**src/rtl/serial_addsub.sv**
```systemverilog
// -----------------------------------------------------------------------------
// serial_addsub
//   Bit-serial adder/subtractor. The block reads operand A and then operand B
//   from si, LSB first. It then ripples one full-adder step per clock and
//   presents the N-bit result with its carry out.
//
//   Timeline, counting the edge that accepts start as E0:
//     E1   .. E2N : LOAD, shift si into A (first N bits) and B (next N bits)
//     E2N+1.. E3N : RUN, one sum bit per edge, shifted into A at the MSB
//     E3N         : result/cout registered, done raised for one cycle
//
//   Optional build macro:
//     SERIAL_ADDSUB_OVF_EN : adds output ovf, the signed two's-complement
//                            overflow flag (carry into MSB XOR carry out).
// -----------------------------------------------------------------------------
module serial_addsub #(
    parameter int N = 8
) (
    input  logic         clk,
    input  logic         reset,
    input  logic         start,
    input  logic         sub,
    input  logic         si,
    output logic         busy,
    output logic         done,
    output logic [N-1:0] result,
    output logic         cout
`ifdef SERIAL_ADDSUB_OVF_EN
    ,
    output logic         ovf
`endif
);

    // The counter must reach 2N-1 in LOAD without wrapping.
    localparam int CW = $clog2(2 * N + 1);

    localparam logic [CW-1:0] CNT_N     = CW'(N);
    localparam logic [CW-1:0] LOAD_LAST = CW'(2 * N - 1);
    localparam logic [CW-1:0] RUN_LAST  = CW'(N - 1);
    localparam logic [CW-1:0] CNT_ONE   = CW'(1);

    typedef enum logic [1:0] {
        S_IDLE = 2'd0,
        S_LOAD = 2'd1,
        S_RUN  = 2'd2,
        S_DONE = 2'd3
    } state_t;

    state_t        r_state;
    logic [N-1:0]  r_a;
    logic [N-1:0]  r_b;
    logic [CW-1:0] r_cnt;
    logic          r_carry;
    logic          r_mode;
    logic          r_busy;
    logic          r_done;
    logic [N-1:0]  r_result;
    logic          r_cout;
`ifdef SERIAL_ADDSUB_OVF_EN
    logic          r_ovf;
`endif

    // One full-adder slice. In subtract mode B is inverted and the carry
    // starts at 1, which gives A + ~B + 1 = A - B.
    logic w_b_eff;
    logic w_sum;
    logic w_carry_out;

    assign w_b_eff     = r_b[0] ^ r_mode;
    assign w_sum       = r_a[0] ^ w_b_eff ^ r_carry;
    assign w_carry_out = (r_a[0] & w_b_eff) | (r_a[0] & r_carry) | (w_b_eff & r_carry);

    assign busy   = r_busy;
    assign done   = r_done;
    assign result = r_result;
    assign cout   = r_cout;
`ifdef SERIAL_ADDSUB_OVF_EN
    assign ovf    = r_ovf;
`endif

    // Control FSM and datapath: the state and all registered outputs advance together.
    always_ff @(posedge clk or negedge reset) begin
        if (!reset) begin
            r_state  <= S_IDLE;
            r_a      <= '0;
            r_b      <= '0;
            r_cnt    <= '0;
            r_carry  <= 1'b0;
            r_mode   <= 1'b0;
            r_busy   <= 1'b0;
            r_done   <= 1'b0;
            r_result <= '0;
            r_cout   <= 1'b0;
`ifdef SERIAL_ADDSUB_OVF_EN
            r_ovf    <= 1'b0;
`endif
        end else begin
            // NOTE: every assignment here is non-blocking, so each branch
            // reads the values registered at the previous edge. A blocking
            // '=' would let a later statement see a half-updated shift register.
            case (r_state)
                S_IDLE: begin
                    r_carry <= 1'b0;
                    r_cnt   <= '0;
                    r_done  <= 1'b0;
                    if (start) begin
                        // sub is captured only here. Later changes on the
                        // pin cannot affect an operation already in flight.
                        r_mode  <= sub;
                        r_busy  <= 1'b1;
                        r_state <= S_LOAD;
                    end
                end

                S_LOAD: begin
                    if (r_cnt < CNT_N) begin
                        r_a <= {si, r_a[N-1:1]};
                    end else begin
                        r_b <= {si, r_b[N-1:1]};
                    end

                    if (r_cnt == LOAD_LAST) begin
                        // Seed the carry for two's-complement subtraction.
                        r_carry <= r_mode;
                        r_cnt   <= '0;
                        r_state <= S_RUN;
                    end else begin
                        r_cnt <= r_cnt + CNT_ONE;
                    end
                end

                S_RUN: begin
                    // Sum bits enter at the MSB. After N steps, A holds the
                    // whole result and B has been shifted out.
                    r_a     <= {w_sum, r_a[N-1:1]};
                    r_b     <= {1'b0, r_b[N-1:1]};
                    r_carry <= w_carry_out;

                    if (r_cnt == RUN_LAST) begin
                        r_result <= {w_sum, r_a[N-1:1]};
                        r_cout   <= w_carry_out;
`ifdef SERIAL_ADDSUB_OVF_EN
                        // r_carry is the carry into the MSB on this last step.
                        r_ovf    <= r_carry ^ w_carry_out;
`endif
                        r_busy   <= 1'b0;
                        r_done   <= 1'b1;
                        r_cnt    <= '0;
                        r_state  <= S_DONE;
                    end else begin
                        r_cnt <= r_cnt + CNT_ONE;
                    end
                end

                S_DONE: begin
                    // start is deliberately ignored here. The earliest
                    // restart is the IDLE edge that follows.
                    r_done  <= 1'b0;
                    r_cnt   <= '0;
                    r_state <= S_IDLE;
                end

                default: begin
                    // Recovery from a corrupted state register.
                    r_busy  <= 1'b0;
                    r_done  <= 1'b0;
                    r_cnt   <= '0;
                    r_state <= S_IDLE;
                end
            endcase
        end
    end

endmodule

```
**config.mk**
```make
export PLATFORM = sky130hd
export DESIGN_NAME = serial_addsub
export DESIGN_NICKNAME = d
export VERILOG_FILES = /design/src/rtl/serial_addsub.sv
export SDC_FILE = /design/constraint.sdc
export NUM_CORES = 1
export LEC_CHECK = 0
export CAP_MARGIN = 20
export CORE_MARGIN = 1
export CORE_UTILIZATION = 53
export CTS_BUF_LIST = sky130_fd_sc_hd__clkbuf_4
export DETAILED_ROUTE_END_ITERATION = 7
export GPL_ROUTABILITY_DRIVEN = 0
export PLACE_DENSITY = 0.81
export SKIP_LAST_GASP = 1
export SLEW_MARGIN = 30
export SYNTH_ARGS = -nofsm -noshare
export SYNTH_HDL_FRONTEND = slang
export SYNTH_SLANG_ARGS = --single-unit
```
**constraint.sdc**
```tcl
create_clock -name clk -period 1.79 [get_ports clk]
set_clock_uncertainty 0.1 [all_clocks]
set_input_delay 0.358 -clock clk [delete_from_list [all_inputs] [get_ports clk]]
set_output_delay 0.358 -clock clk [all_outputs]
set_load 0.005 [all_outputs]
```
==> flow_summary.ini <==
[cts]
clock_sinks = 36
clkTransAtPathRegs_ns = 0.11
holdBufCountCts = 0
cts_tree = done
clockRootBuffer = clkbuf_4
htreeDepth = 2
cts_buffers = 5
insertion_delay_ns = 0.34
clock_path_buffers = 2

[floorplan]
num_rows = 19
dieHeight_um = 57.8
coreArea_um2 = 2850
initial_core_util_pct = 57.9
dieWidth_um = 57.8
die_area_um2 = 3340
ios = 16

[sta]
setup_tns_ns = 0
worstMarginPinSlew_ns = 0.444
finalCriticalPeriod_ns = 1.76
hold_viol = 0
setup_viol = 0
fin_crit_sh_pct = 98.4
slew_violations = 0
worst_slack_ns = 0.0289
rsz0062_at_grt = yes
fmax_ghz = 0.568
slew_headroom_pct = 70.4

[power]
clock_power_share_pct = 13.7
swShare_pct = 33.2
power.combinational.fraction_pct = 47.7
p_int_mw = 2.21
seqPwrFrac_pct = 38.6
powerDensity_nw_per_um2 = 1600
switchingPower_mw = 1.10
p_leak_nw = 0.938
max-vdd-ir-drop_mv = 1.01

[logic_synthesis]
post_synth_main_area_contributors = dfrtp_1 55%, mux2_2 18%, ha_1 5.3%
synth_top_area_share_pct = 54.5
synthCells = 118
synthArstFlopShare_pct = 100
synth-edff-count = 0
synth.avg_cell_area_um2 = 14.0
synth_top_area_cell = dfrtp_1
synth-seq-cells = 36
synthTopCellsByCount = 36 x dfrtp_1, 26 x mux2_2, 7 x ha_1, 7 x inv_1, 5 x nor2_1
synth.distinct_cells = 31
synth_nets = 131
synthFlopType = dfrtp_1
netlist_area_um2 = 1650
yosysMostFrequentCell = dfrtp_1
yosysSeqAreaShare_pct = 54.5
yosysWarnings = 0

[finish]
nFillCells = 196
fin_nets = 167
antennaDiodeCount = 0
drive_gt1_share_pct = 40.0
post-route-util_pct = 72.8
area_growth_pct = 25.7

[hold_path]
min_path_type = input port to asynchronous set/reset pin

[setup_path]
r2r_start = r_state[0]
critPathKind = register to register
critPathRequiredTime_ns = 1.92
critical_path.max_fanout = 6
critPathMaxStageDelay_ns = 0.42
crit_start = r_state[0]
worstPathCellList = buf_4 > ha_4 > buf_4 > a221o_2 > mux2_4
cp_top_family = flip-flops
crit_buf_inv = 2
crit_path_end_kind = register
crit_path_frequent_cell = buf_4
startpoint_type = register
crit_arrival_ns = 1.89
slowest_stage = dfrtp_1

[detailed_routing]
avgRoutedWirePerCell_um = 15.6
viasPerCell = 5.54
dr_total_vias = 1030
first_pass_iters = 4
wl_um = 2900
drc = 0
drtAntennaViolNets = 0
drt_iter0_drc = 36

[placement]
dp_hpwl_um = 2040
pre_cts_ws_ns = -0.0238
port-buffer-count = 15

[flow_run]
max_cap_violations = 0

[grt]
antenna_found_initial = 0
grt_pass1_wl_um = 5030
grt_usage_pct = 21.0
grt.overflow.total = 0
grt_max_degree = 37
grt_pass1_vias = 1078

[status]
status = finished clean
[cells by family (layout without fill, tap and decap cells)]
kind of cell / count (synthesis) / in the layout / share of synthesized area, %
AOI/OAI and AO/OA: 12 / 12 / 5.30
xor gates and xnor gates: 3 / 3 / 1.59
adders and majority gates: 8 / 8 / 6.51
buffers and inverters: 10 / 47 / 2.88
DFF: 36 / 36 / 54.5
muxes: 30 / 30 / 21.2
and+or+nand+nor: 19 / 19 / 7.96
[cell usage in the layout, fill, tap and decap left out, drive strengths merged]
cell type / n
ha: 7
nor3b: 1
dfrtp: 36
clkbuf: 7
nand4bb: 1
nor3: 2
a32o: 1
nor2: 6
nand3: 2
nand2: 1
xor2: 1
a2111oi: 1
a21oi: 4
fa: 1
buf: 17
xnor2: 2
inv: 7
mux2i: 3
o2bb2ai: 1
a21o: 1
mux2: 27
and2: 1
nand4b: 2
o31ai: 1
clkinv: 1
a221o: 1
clkdlybuf4s50: 15
o21ai: 2
nor2b: 3
[what timing repair did]
action	4_1_cts	5_1_grt
setup endpoints to repair	25	27
endpoints found under the hold margin	0	0
gates resized for setup	4	5
setup buffers	2	2
pin swaps	1	2
[flip-flops by register name (all words and copies together), names as in the netlist]
signal	count
r_mode	1
r_carry	1
done	1
r_cnt	5
cout	1
r_a	8
busy	1
r_state	2
result	8
r_b	8
[final timing paths]
path | end | cells after the start | slack, ns
worst max-delay path | r_state[1] | 5 | 0.03
worst min-delay path | done | 2 | 0.33
worst max register to register | r_state[1] | 5 | 0.03
worst min register to register | r_b[3] | 1 | 0.42
max in group asynchronous | r_carry | 2 | 0.95
min in group clk | r_b[3] | 1 | 0.42
[layer usage]
metal  part of all wire (%)  GRT usage, %
met1                     43          26.0
met4                    1.8          9.18
met5                      0             0
met2                     52          33.3
met3                    3.4          7.59
[metrics by stage]
| stage | instances | power [mW] | instance area [um^2] | hold slack, ns |
|---|---|---|---|---|
| 6_report | 186 | 3.31 | 2080 | 0.330 |
| 3_3_place_gp | 174 | 2.61 | 1920 | 0.356 |
| 2_1_floorplan | 118 | 2.28 | 1670 | -0.0376 |
| 4_1_cts | 184 | 3.24 | 2030 | 0.335 |
| 3_5_place_dp | 174 | 2.70 | 1920 | 0.371 |
| 5_1_grt | 186 | 3.55 | 2080 | 0.353 |
[area by class of cell]
cell class | count | area (um^2) | share of cell area (%)
Sequential cell | 36 | 901 | 43.4
Multi-Input combinational cell | 72 | 747 | 36.0
Timing Repair Buffer | 32 | 302 | 14.5
Clock buffer | 7 | 52.6 | 2.53
Tap cell | 31 | 38.8 | 1.87
Inverter | 7 | 26.3 | 1.27
Clock inverter | 1 | 8.76 | 0.422
[power by group through the flow]
stage                     logic (mW)  registers (mW)  clock network [mW]
after floorplan                 1.03            1.25                   0
after global placement          1.33            1.28                   0
after detailed placement        1.41            1.30                   0
after CTS                       1.49            1.28               0.473
after global routing            1.72            1.32               0.512
final                           1.58            1.28               0.455
(Power assumes the default switching activity.)
